File: src/rtl/mult32x32_pkg.sv
// Shared widths, issue-FSM state encoding and small helpers for the 32x32 multiplier issue front-end.
package mult32x32_pkg;

    localparam int OPERAND_W = 32;
    localparam int PRODUCT_W = 64;
    localparam int MSW_W     = 16;

    typedef enum logic [1:0] {
        ST_IDLE  = 2'd0,
        ST_START = 2'd1,
        ST_WAIT  = 2'd2,
        ST_HOLD  = 2'd3
    } issue_state_e;

    function automatic logic msw_is_zero(input logic [OPERAND_W-1:0] value);
        return value[OPERAND_W-1 -: MSW_W] == '0;
    endfunction

endpackage

File: src/rtl/mult_issue_fifo.sv
// Synchronous operand FIFO; DEPTH must be a power of two so the pointers wrap naturally.
module mult_issue_fifo #(
    parameter int DEPTH = 2,
    parameter int WIDTH = 64
) (
    input  logic                       clk,
    input  logic                       reset,
    input  logic                       push,
    input  logic [WIDTH-1:0]           push_data,
    input  logic                       pop,
    output logic [WIDTH-1:0]           pop_data,
    output logic                       full,
    output logic                       empty,
    output logic [$clog2(DEPTH):0]     count
);

    localparam int PTR_W = $clog2(DEPTH);
    localparam logic [PTR_W:0] DEPTH_C = (PTR_W + 1)'(DEPTH);

    logic [WIDTH-1:0] mem [DEPTH];
    logic [PTR_W-1:0] wr_ptr;
    logic [PTR_W-1:0] rd_ptr;
    logic             do_push;
    logic             do_pop;

    // A full FIFO refuses pushes even when a pop frees a slot in the same cycle.
    assign full     = (count == DEPTH_C);
    assign empty    = (count == '0);
    assign do_push  = push && !full;
    assign do_pop   = pop && !empty;
    assign pop_data = mem[rd_ptr];

    always_ff @(posedge clk or negedge reset) begin
        if (!reset) begin
            wr_ptr <= '0;
            rd_ptr <= '0;
            count  <= '0;
            for (int i = 0; i < DEPTH; i++) begin
                mem[i] <= '0;
            end
        end else begin
            if (do_push) begin
                mem[wr_ptr] <= push_data;
                wr_ptr      <= wr_ptr + 1'b1;
            end
            if (do_pop) begin
                rd_ptr <= rd_ptr + 1'b1;
            end
            case ({do_push, do_pop})
                2'b10:   count <= count + 1'b1;
                2'b01:   count <= count - 1'b1;
                default: count <= count;
            endcase
        end
    end

endmodule

File: src/rtl/mult32x32_fast_issue.sv
// Issue front-end for the fast 32x32 multiplier: buffers operands, pulses start, returns products in order.
// Optional MULT_ISSUE_ZERO_SKIP_EN bypasses the multiplier for pairs with a zero operand.
//
//  state    | meaning
//  ---------+-------------------------------------------------------------
//  ST_IDLE  | waiting for a FIFO entry; pops it into mult_a/mult_b
//  ST_START | one-cycle mult_start pulse
//  ST_WAIT  | waiting for busy to rise and then fall (product final)
//  ST_HOLD  | product ready (or zero-skip) but result register occupied
module mult32x32_fast_issue
    import mult32x32_pkg::*;
#(
    parameter int FIFO_DEPTH = 2
) (
    input  logic                   clk,
    input  logic                   reset,
    input  logic                   in_valid,
    output logic                   in_ready,
    input  logic [OPERAND_W-1:0]   in_a,
    input  logic [OPERAND_W-1:0]   in_b,
    output logic                   mult_start,
    output logic [OPERAND_W-1:0]   mult_a,
    output logic [OPERAND_W-1:0]   mult_b,
    output logic                   mult_a_msw_is_0,
    output logic                   mult_b_msw_is_0,
    input  logic                   mult_busy,
    input  logic [PRODUCT_W-1:0]   mult_product,
    output logic                   out_valid,
    input  logic                   out_ready,
    output logic [PRODUCT_W-1:0]   out_product
);

    issue_state_e                    state;
    logic                            seen_busy;
    logic                            skip_zero;
    logic                            fifo_full;
    logic                            fifo_empty;
    logic [$clog2(FIFO_DEPTH):0]     fifo_count;
    logic [2*OPERAND_W-1:0]          head;
    logic [OPERAND_W-1:0]            head_a;
    logic [OPERAND_W-1:0]            head_b;
    logic                            head_valid;
    logic                            head_zero;
    logic                            pop;
    logic                            push;
    logic                            result_free;
    logic                            mult_done;
    logic                            capture;
    logic [PRODUCT_W-1:0]            capture_data;

    mult_issue_fifo #(
        .DEPTH (FIFO_DEPTH),
        .WIDTH (2*OPERAND_W)
    ) u_fifo (
        .clk       (clk),
        .reset     (reset),
        .push      (push),
        .push_data ({in_a, in_b}),
        .pop       (pop),
        .pop_data  (head),
        .full      (fifo_full),
        .empty     (fifo_empty),
        .count     (fifo_count)
    );

    assign in_ready    = !fifo_full;
    assign push        = in_valid && in_ready;
    assign head_a      = head[2*OPERAND_W-1:OPERAND_W];
    assign head_b      = head[OPERAND_W-1:0];
    assign head_valid  = !fifo_empty && (fifo_count != '0);
    assign pop         = (state == ST_IDLE) && head_valid;
    assign result_free = !out_valid || out_ready;
    assign mult_done   = seen_busy && !mult_busy;

`ifdef MULT_ISSUE_ZERO_SKIP_EN
    assign head_zero = (head_a == '0) || (head_b == '0);
`else
    assign head_zero = 1'b0;
`endif

    assign capture = ((state == ST_WAIT) && mult_done && result_free) ||
                     ((state == ST_HOLD) && result_free);
    assign capture_data = skip_zero ? '0 : mult_product;

    assign mult_start      = (state == ST_START);
    assign mult_a_msw_is_0 = msw_is_zero(mult_a);
    assign mult_b_msw_is_0 = msw_is_zero(mult_b);

    always_ff @(posedge clk or negedge reset) begin
        if (!reset) begin
            state     <= ST_IDLE;
            mult_a    <= '0;
            mult_b    <= '0;
            seen_busy <= 1'b0;
            skip_zero <= 1'b0;
        end else begin
            case (state)
                ST_IDLE: begin
                    if (pop) begin
                        mult_a    <= head_a;
                        mult_b    <= head_b;
                        skip_zero <= head_zero;
                        state     <= head_zero ? ST_HOLD : ST_START;
                    end
                end
                ST_START: begin
                    seen_busy <= 1'b0;
                    state     <= ST_WAIT;
                end
                ST_WAIT: begin
                    if (mult_busy) begin
                        seen_busy <= 1'b1;
                    end
                    // Busy falling after it was seen high marks the product register final.
                    if (mult_done) begin
                        seen_busy <= 1'b0;
                        state     <= result_free ? ST_IDLE : ST_HOLD;
                    end
                end
                ST_HOLD: begin
                    if (result_free) begin
                        skip_zero <= 1'b0;
                        state     <= ST_IDLE;
                    end
                end
                default: state <= ST_IDLE;
            endcase
        end
    end

    always_ff @(posedge clk or negedge reset) begin
        if (!reset) begin
            out_valid   <= 1'b0;
            out_product <= '0;
        end else if (capture) begin
            out_valid   <= 1'b1;
            out_product <= capture_data;
        end else if (out_ready) begin
            out_valid   <= 1'b0;
        end
    end

endmodule
File: config.mk
export PLATFORM = sky130hd
export DESIGN_NAME = mult32x32_fast_issue
export DESIGN_NICKNAME = d
export VERILOG_FILES = /design/src/rtl/mult32x32_pkg.sv /design/src/rtl/mult_issue_fifo.sv /design/src/rtl/mult32x32_fast_issue.sv
export SDC_FILE = /design/constraint.sdc
export NUM_CORES = 1
export LEC_CHECK = 0
export BUFFER_PORTS_ARGS = -buffer_cell sky130_fd_sc_hd__buf_2
export CORE_ASPECT_RATIO = 1.25
export CORE_UTILIZATION = 36
export CTS_BUF_LIST = sky130_fd_sc_hd__clkbuf_2 sky130_fd_sc_hd__clkbuf_4 sky130_fd_sc_hd__clkbuf_8
export DETAILED_ROUTE_END_ITERATION = 7
export SLEW_MARGIN = 40
export SYNTH_ARGS = -nofsm -noshare
export SYNTH_HDL_FRONTEND = slang
export SYNTH_SLANG_ARGS = --single-unit
File: constraint.sdc
create_clock -name clk -period 1.42 [get_ports clk]
set_input_delay 0.071 -clock clk [delete_from_list [all_inputs] [get_ports clk]]
set_output_delay 0.071 -clock clk [all_outputs]
set_load 0.01 [all_outputs]
# Word-level counts from Yosys, hierarchy flattened
# Index checks and enable logic that the tools add are counted.
# W data, S select, Z words.
# totals
input_bits,133
reg_bits,265
out_inout_bits,133
word_cells,81
# op_classes
bitwise_logic,2
order_cmp,3
addsub,4
reduce_logical,29
mux,21
n_eq_ne,10
# op_table
op,count
$mux W64,5
$bwmux W128,1
$demux W64 S1,1
$logic_not A16 Y1,2
$logic_and A1 B1 Y1,10
$reduce_bool A2 Y1,5
$eq A2 B2 Y1 const B,4
$mux W2,4
$pmux W2 S4,1
$mux W1,6
$reduce_and A3 Y1,2
$eq A2 B1 Y1 const B,2
$ge A2 B2 Y1 const B,2
$logic_not A1 Y1,4
$logic_not A2 Y1,2
$ne A2 B2 Y1 const B,2
$not A1 Y2,2
$pmux W1 S2,2
$pmux W2 S2,1
$reduce_and A2 Y1,2
$ne A3 B3 Y1 const B,1
$add A1 B1 Y1 const B,2
$add A2 B1 Y2 const B,1
$logic_or A1 B1 Y1,2
other kinds (3),3

# Longest topological paths before layout
# logic_depth
depth_word,7
ltp_mapped,7
mapped_depth_nobuf,6

# By module
# A second synthesis with hierarchy kept.
# hier_totals
hier_cells,658
hier_area_um2,11065.6
# by_module_without_submodules
module,seq_area_each_um2,instances,cells_each,area_per_inst_um2
mult_issue_fifo,3303.2,1,359,6044.5
mult32x32_fast_issue,3303.2,1,299,5021.1

# Worst setup path after synthesis
# Ideal clock, no wire load.
# synth_path
kind,register to register
start,register state[1]
end,register u_fifo.count[1]
n_path_buf,1
required_time_ps,1341
setup_slack_ps,-129
setup_ps,79
path_stages_with_launch,7
synth_period_minus_slack_ps,1549
arrival_ps,1469
cell_sequence,dfrtp_1 > nor2_1 > o21a_2 > buf_2 > ha_1 > nor2_1 > xor2_1
# synth_between
elab_chain_len,5
word_cells_on_any_way,7
cone_classes,eq/ne (2); mux (1); reduce/logical (4)
# synth_rtl
element,line_no,source
from (decl),mult32x32_fast_issue.sv:33,issue_state_e state;
from (signal assigned),mult32x32_fast_issue.sv:103,state <= head_zero ? ST_HOLD : ST_START;
from (signal assigned),mult32x32_fast_issue.sv:117,state <= result_free ? ST_IDLE : ST_HOLD;
$logic_not A2 Y1 *,mult32x32_fast_issue.sv:71,assign pop = (state == ST_IDLE) && head_valid;
$logic_and A1 B1 Y1 *,mult32x32_fast_issue.sv:71,
$logic_and A1 B1 Y1 *,mult_issue_fifo.sv:30,assign do_pop = pop && !empty;
named net u_fifo.do_pop,mult_issue_fifo.sv:24,logic do_pop;
$eq A2 B1 Y1 / $eq A2 B2 Y1 (equally long branches),mult_issue_fifo.sv:49,"case ({do_push, do_pop})"
$pmux W2 S2 / $reduce_bool A2 Y1 (equally long branches),n/a,
to (signal assigned),mult_issue_fifo.sv:50,2'b10: count <= count + 1'b1;
to (signal assigned),mult_issue_fifo.sv:51,2'b01: count <= count - 1'b1;
to (signal assigned),mult_issue_fifo.sv:52,default: count <= count;
to (decl),mult_issue_fifo.sv:14,output logic [$clog2(DEPTH):0] count
# The timed path passes the listed nets; every way through them passes the cells marked *.
# A chain may end at the register's enable or synchronous reset.

# Final worst setup path
# layout_path
start,register mult_b[26]
end,output mult_b_msw_is_0
# layout_between
elab_chain_len,1
# layout_rtl
element,line_no,source
from (decl),mult32x32_fast_issue.sv:23,"output logic [OPERAND_W-1:0] mult_b,"
from (signal assigned),mult32x32_fast_issue.sv:93,mult_b <= '0;
from (signal assigned),mult32x32_fast_issue.sv:101,mult_b <= head_b;
$logic_not A16 Y1,mult32x32_pkg.sv:16,return value[OPERAND_W-1 -: MSW_W] == '0;
to (decl),mult32x32_fast_issue.sv:25,"output logic mult_b_msw_is_0,"
# No other way between the ends.

==> summary.md <==
| Metric | Value |
|---|---|
| Area added between synthesis and finish | 60.0% |
| Number of nets in the layout | 1,314 |
| Synthesized area | about 11,000 um^2 |
| Final worst-path cycle share | 127% |
| Cell chosen for the clock root | clkbuf_8 |
| First-iteration detailed-routing DRC count | between 300 and 400 |
| Worst Hold Depth | 3 |
| Vias in the first global route | 8,648 |
| Power density over the cells | 2540 nW/um^2 |
| GRT Max-Usage Layer | met2 |
| Worst-path clk slew | roughly 0.06 ns |
| Hold Crit Endpoint | u_fifo.mem[126] |
| Flop-to-flop setup slack | -0.31 ns |
| Failing checks | negative setup slack |
| Arrival time at the worst endpoint | ~1.7 ns |
| H-tree depth | 2 |
| Start point of the worst hold path | in_a[30] |
| Final period demand of the worst path | 1.80 ns |
| Power share of the combinational group | 52.8% |
| Launch point of the worst reg-to-reg path | u_fifo.count[0] |
| Overall track demand over capacity in global routing | 21.2% |
| Run status | finished with violations |
| Setup TNS | -50.41 ns |
| Internal power consumption | roughly 0.031 W |
| Number of buffers created by CTS | 45 |
| Critical Path RT | 1.35 ns |
| Iteration count of the initial detailed-routing pass | 5 |
| Clock tree from TritonCTS | yes |
| Clock net sink count | about 260 |
| Core box area | 30,300 um^2 |
| First-pass GRT wire length | 51.6 mm |
| Slew @ Worst Pin | around 0.45 ns |
| Remaining design rule violation count | 0 |
| Initial Utilization | 36.8% |
| Chip Height | 199 um |
| Sequential group share of total power | 30.9% |
| Final-report hold violation count | 0 |
| Share of final-layout standard cells stronger than drive strength 1 | 66.2% |
| Buffers from clock root to sink, at most | 3 |
| Routed length per instance | 20.2 um |
| IO Port Bufs | 265 |
| Maximum clock skew at final layout | 0.0327 ns |
| Met3 Track Usage GR | about 4.4% |
| R2R Path End | u_fifo.mem[89] |
| CP Capture Type | output port |
| Initial antenna violation count | 0 |
| Number of endpoints failing setup at the final stage | 264 |
| Average cell area after synthesis | 17.1 um^2 |
| RSZ-0062 raised after global routing | true |
| Syn Inst Count | between 600 and 700 |
| Final GP Congestion | 0.749 |
| Net Sw Power | around 0.014 W |
| Met1 track demand over resource in global routing | 25.2% |
| Kind of critical path | reg2out |
| Worst slew slack as a fraction of its limit | 69.9% |
| Worst setup timing slack at the placement stage | -0.180 ns |
| GR Util met2 | 37.8% |
| Maximum frequency from static timing analysis | 557 MHz |
| Number of distinct standard cells referenced by the synthesized netlist | 27 |
| Part of the Yosys area used for sequential elements | 59.3% |
| Largest net degree at the start of global routing | 68 |
| Number of maximum-capacitance violations | 0 |
| Crit path max fanout | 3 |
| Overall routed net length | 32.6 mm |
| Clock latency of the later-clocked register in the worst-skew pair | 0.57 ns |
| VDD IR max | 1.17 mV |
| Clock network power share | 16.3% |
| Cell depth of the worst flop-to-flop path | 7 |
| Final Slew Violations | 0 |
| Leading cell types in the layout, fill and taps excluded | buf_2 (262), dfrtp_1 (262), mux2_4 (257) |
| Row Count | 71 |
| HPWL after DPL | between 15 and 20 mm |
| Number of antenna-violating nets in the routed design | 0 |
| Remaining global-route overflow | 0 |
| Overall die area | ~32,000 um^2 |
| Number of antenna cells inserted | 0 |
| Switch share | between 30% and 40% |
| Post-Synthesis Net Count | between 700 and 800 |
| I/O pin total | 266 |
| Hold Path Class | in2reg |
| FF+latch count, synth | 264 |
| Leakage | 8.81 nW |
| Vias per inst | around 4.7 |
| X dimension of the die | about 160 um |
| Routed vias | 7,528 |
| Launching element type of the critical path | flop |
| Number of warning messages in the yosys log | 0 |
| Min setup slack post-route | -0.377 ns |
==> layer usage <==
| metal | wire (um) | vias up | part of all wire [%] |
|---|---|---|---|
| met5 | 0 | - | 0 |
| met4 | 882 | 0 | 2.7 |
| met3 | 1560 | 48 | 4.8 |
| met2 | 16800 | 245 | 51 |
| met1 | 13400 | 3822 | 41 |
| li1 | - | 3413 | - |
==> worst max-delay path, cell delays in order, from the launching register on <==
cell	delay, ns
dfrtp_1	0.40
nor4_2	0.30
buf_4	0.17
and4_1	0.18
buf_2	0.14
==> cell families (layout without fill, tap and decap cells) <==
| kind of cell | Yosys count | in the layout | share of synthesized area [%] |
|---|---|---|---|
| buffers and inverters | 33 | 595 | 2.90 |
| muxes | 321 | 321 | 35.5 |
| adders and majority gates | 1 | 1 | 0.112 |
| AOI/OAI and AO/OA | 7 | 8 | 0.573 |
| DFF | 264 | 264 | 59.3 |
| xor gates and xnor gates | 5 | 5 | 0.393 |
| and+or+nand+nor | 20 | 20 | 1.29 |
==> per-stage QoR <==
stage / hold WS [ns] / area [um^2] / cells / utilization, % / power (W)
after global routing: 0.255 / 17800 / 1615 / 58.9 / 0.0477
after CTS: 0.231 / 17900 / 1621 / 58.9 / 0.0454
final: 0.277 / 17800 / 1615 / 58.9 / 0.0453
after detailed placement: -0.0308 / 13200 / 1323 / 43.6 / 0.0296
after floorplan: -0.225 / 11200 / 651 / - / 0.0246
after global placement: -0.0279 / 13200 / 1323 / 43.6 / 0.0292
==> how the worst max path moves through the flow <==
| stage | slack [ns] | startpoint | to | cells past startpoint |
|---|---|---|---|---|
| after global routing | -0.51 | mult_b[26] | mult_b_msw_is_0 | 4 |
| after floorplan | -0.07 | u_fifo.count[0] | u_fifo.mem[100] | 5 |
| after global placement | -0.15 | state[0] | mult_b[14] | 4 |
| after detailed placement | -0.18 | state[0] | mult_b[8] | 4 |
| after CTS | -0.43 | mult_b[26] | mult_b_msw_is_0 | 4 |
| final | -0.38 | mult_b[26] | mult_b_msw_is_0 | 4 |
==> cells in the mapped netlist, drive strengths merged <==
master / n / area, um^2
nor2b: 2 / 15.0
o21bai: 1 / 7.51
ha: 1 / 12.5
and4: 2 / 17.5
a22o: 1 / 8.76
xor2: 2 / 17.5
nand2: 2 / 7.51
o21ai: 2 / 10.0
dfrtp: 264 / 6610
mux2: 321 / 3950
and3b: 1 / 8.76
nor2: 2 / 7.51
o21a: 1 / 8.76
o211ai: 1 / 21.3
nand2b: 2 / 20.0
nand3: 1 / 17.5
buf: 32 / 319
nor4: 8 / 50.1
a21o: 1 / 7.51
clkbuf: 1 / 3.75
xnor2: 3 / 26.3
==> power by group through the flow <==
stage	logic, W	registers (W)	clock network [W]
6_report	0.0239	0.0140	0.00737
5_1_grt	0.0254	0.0144	0.00795
4_1_cts	0.0240	0.0138	0.00759
3_5_place_dp	0.0158	0.0137	0
3_3_place_gp	0.0156	0.0137	0
2_1_floorplan	0.0104	0.0142	0
==> final cells by class <==
cell class	instances	area, um^2
sequential	264	6610
timing repair buffer	514	4780
clock buffer	74	912
multi-input combinational	355	4960
fill	2294	12500
clock inverter	7	62.6
tap	401	502
==> state kept, by name, summed over array words and instances (netlist names) <==
register	flops
u_fifo.rd_ptr	1
seen_busy	1
u_fifo.count	2
out_valid	1
state	2
out_product	64
u_fifo.mem	128
mult_a	32
mult_b	32
u_fifo.wr_ptr	1
==> repair_timing <==
item | CTS | global route
resized for setup | 238 | 51
gates cloned | 37 | 1
endpoints found under the hold margin | 462 | 0
endpoints found under the setup margin | 253 | 264
pin swaps | 3 | 9
hold buffers | 133 | 0
setup buffers | 47 | 10
Power figures use the tool's default switching activity.
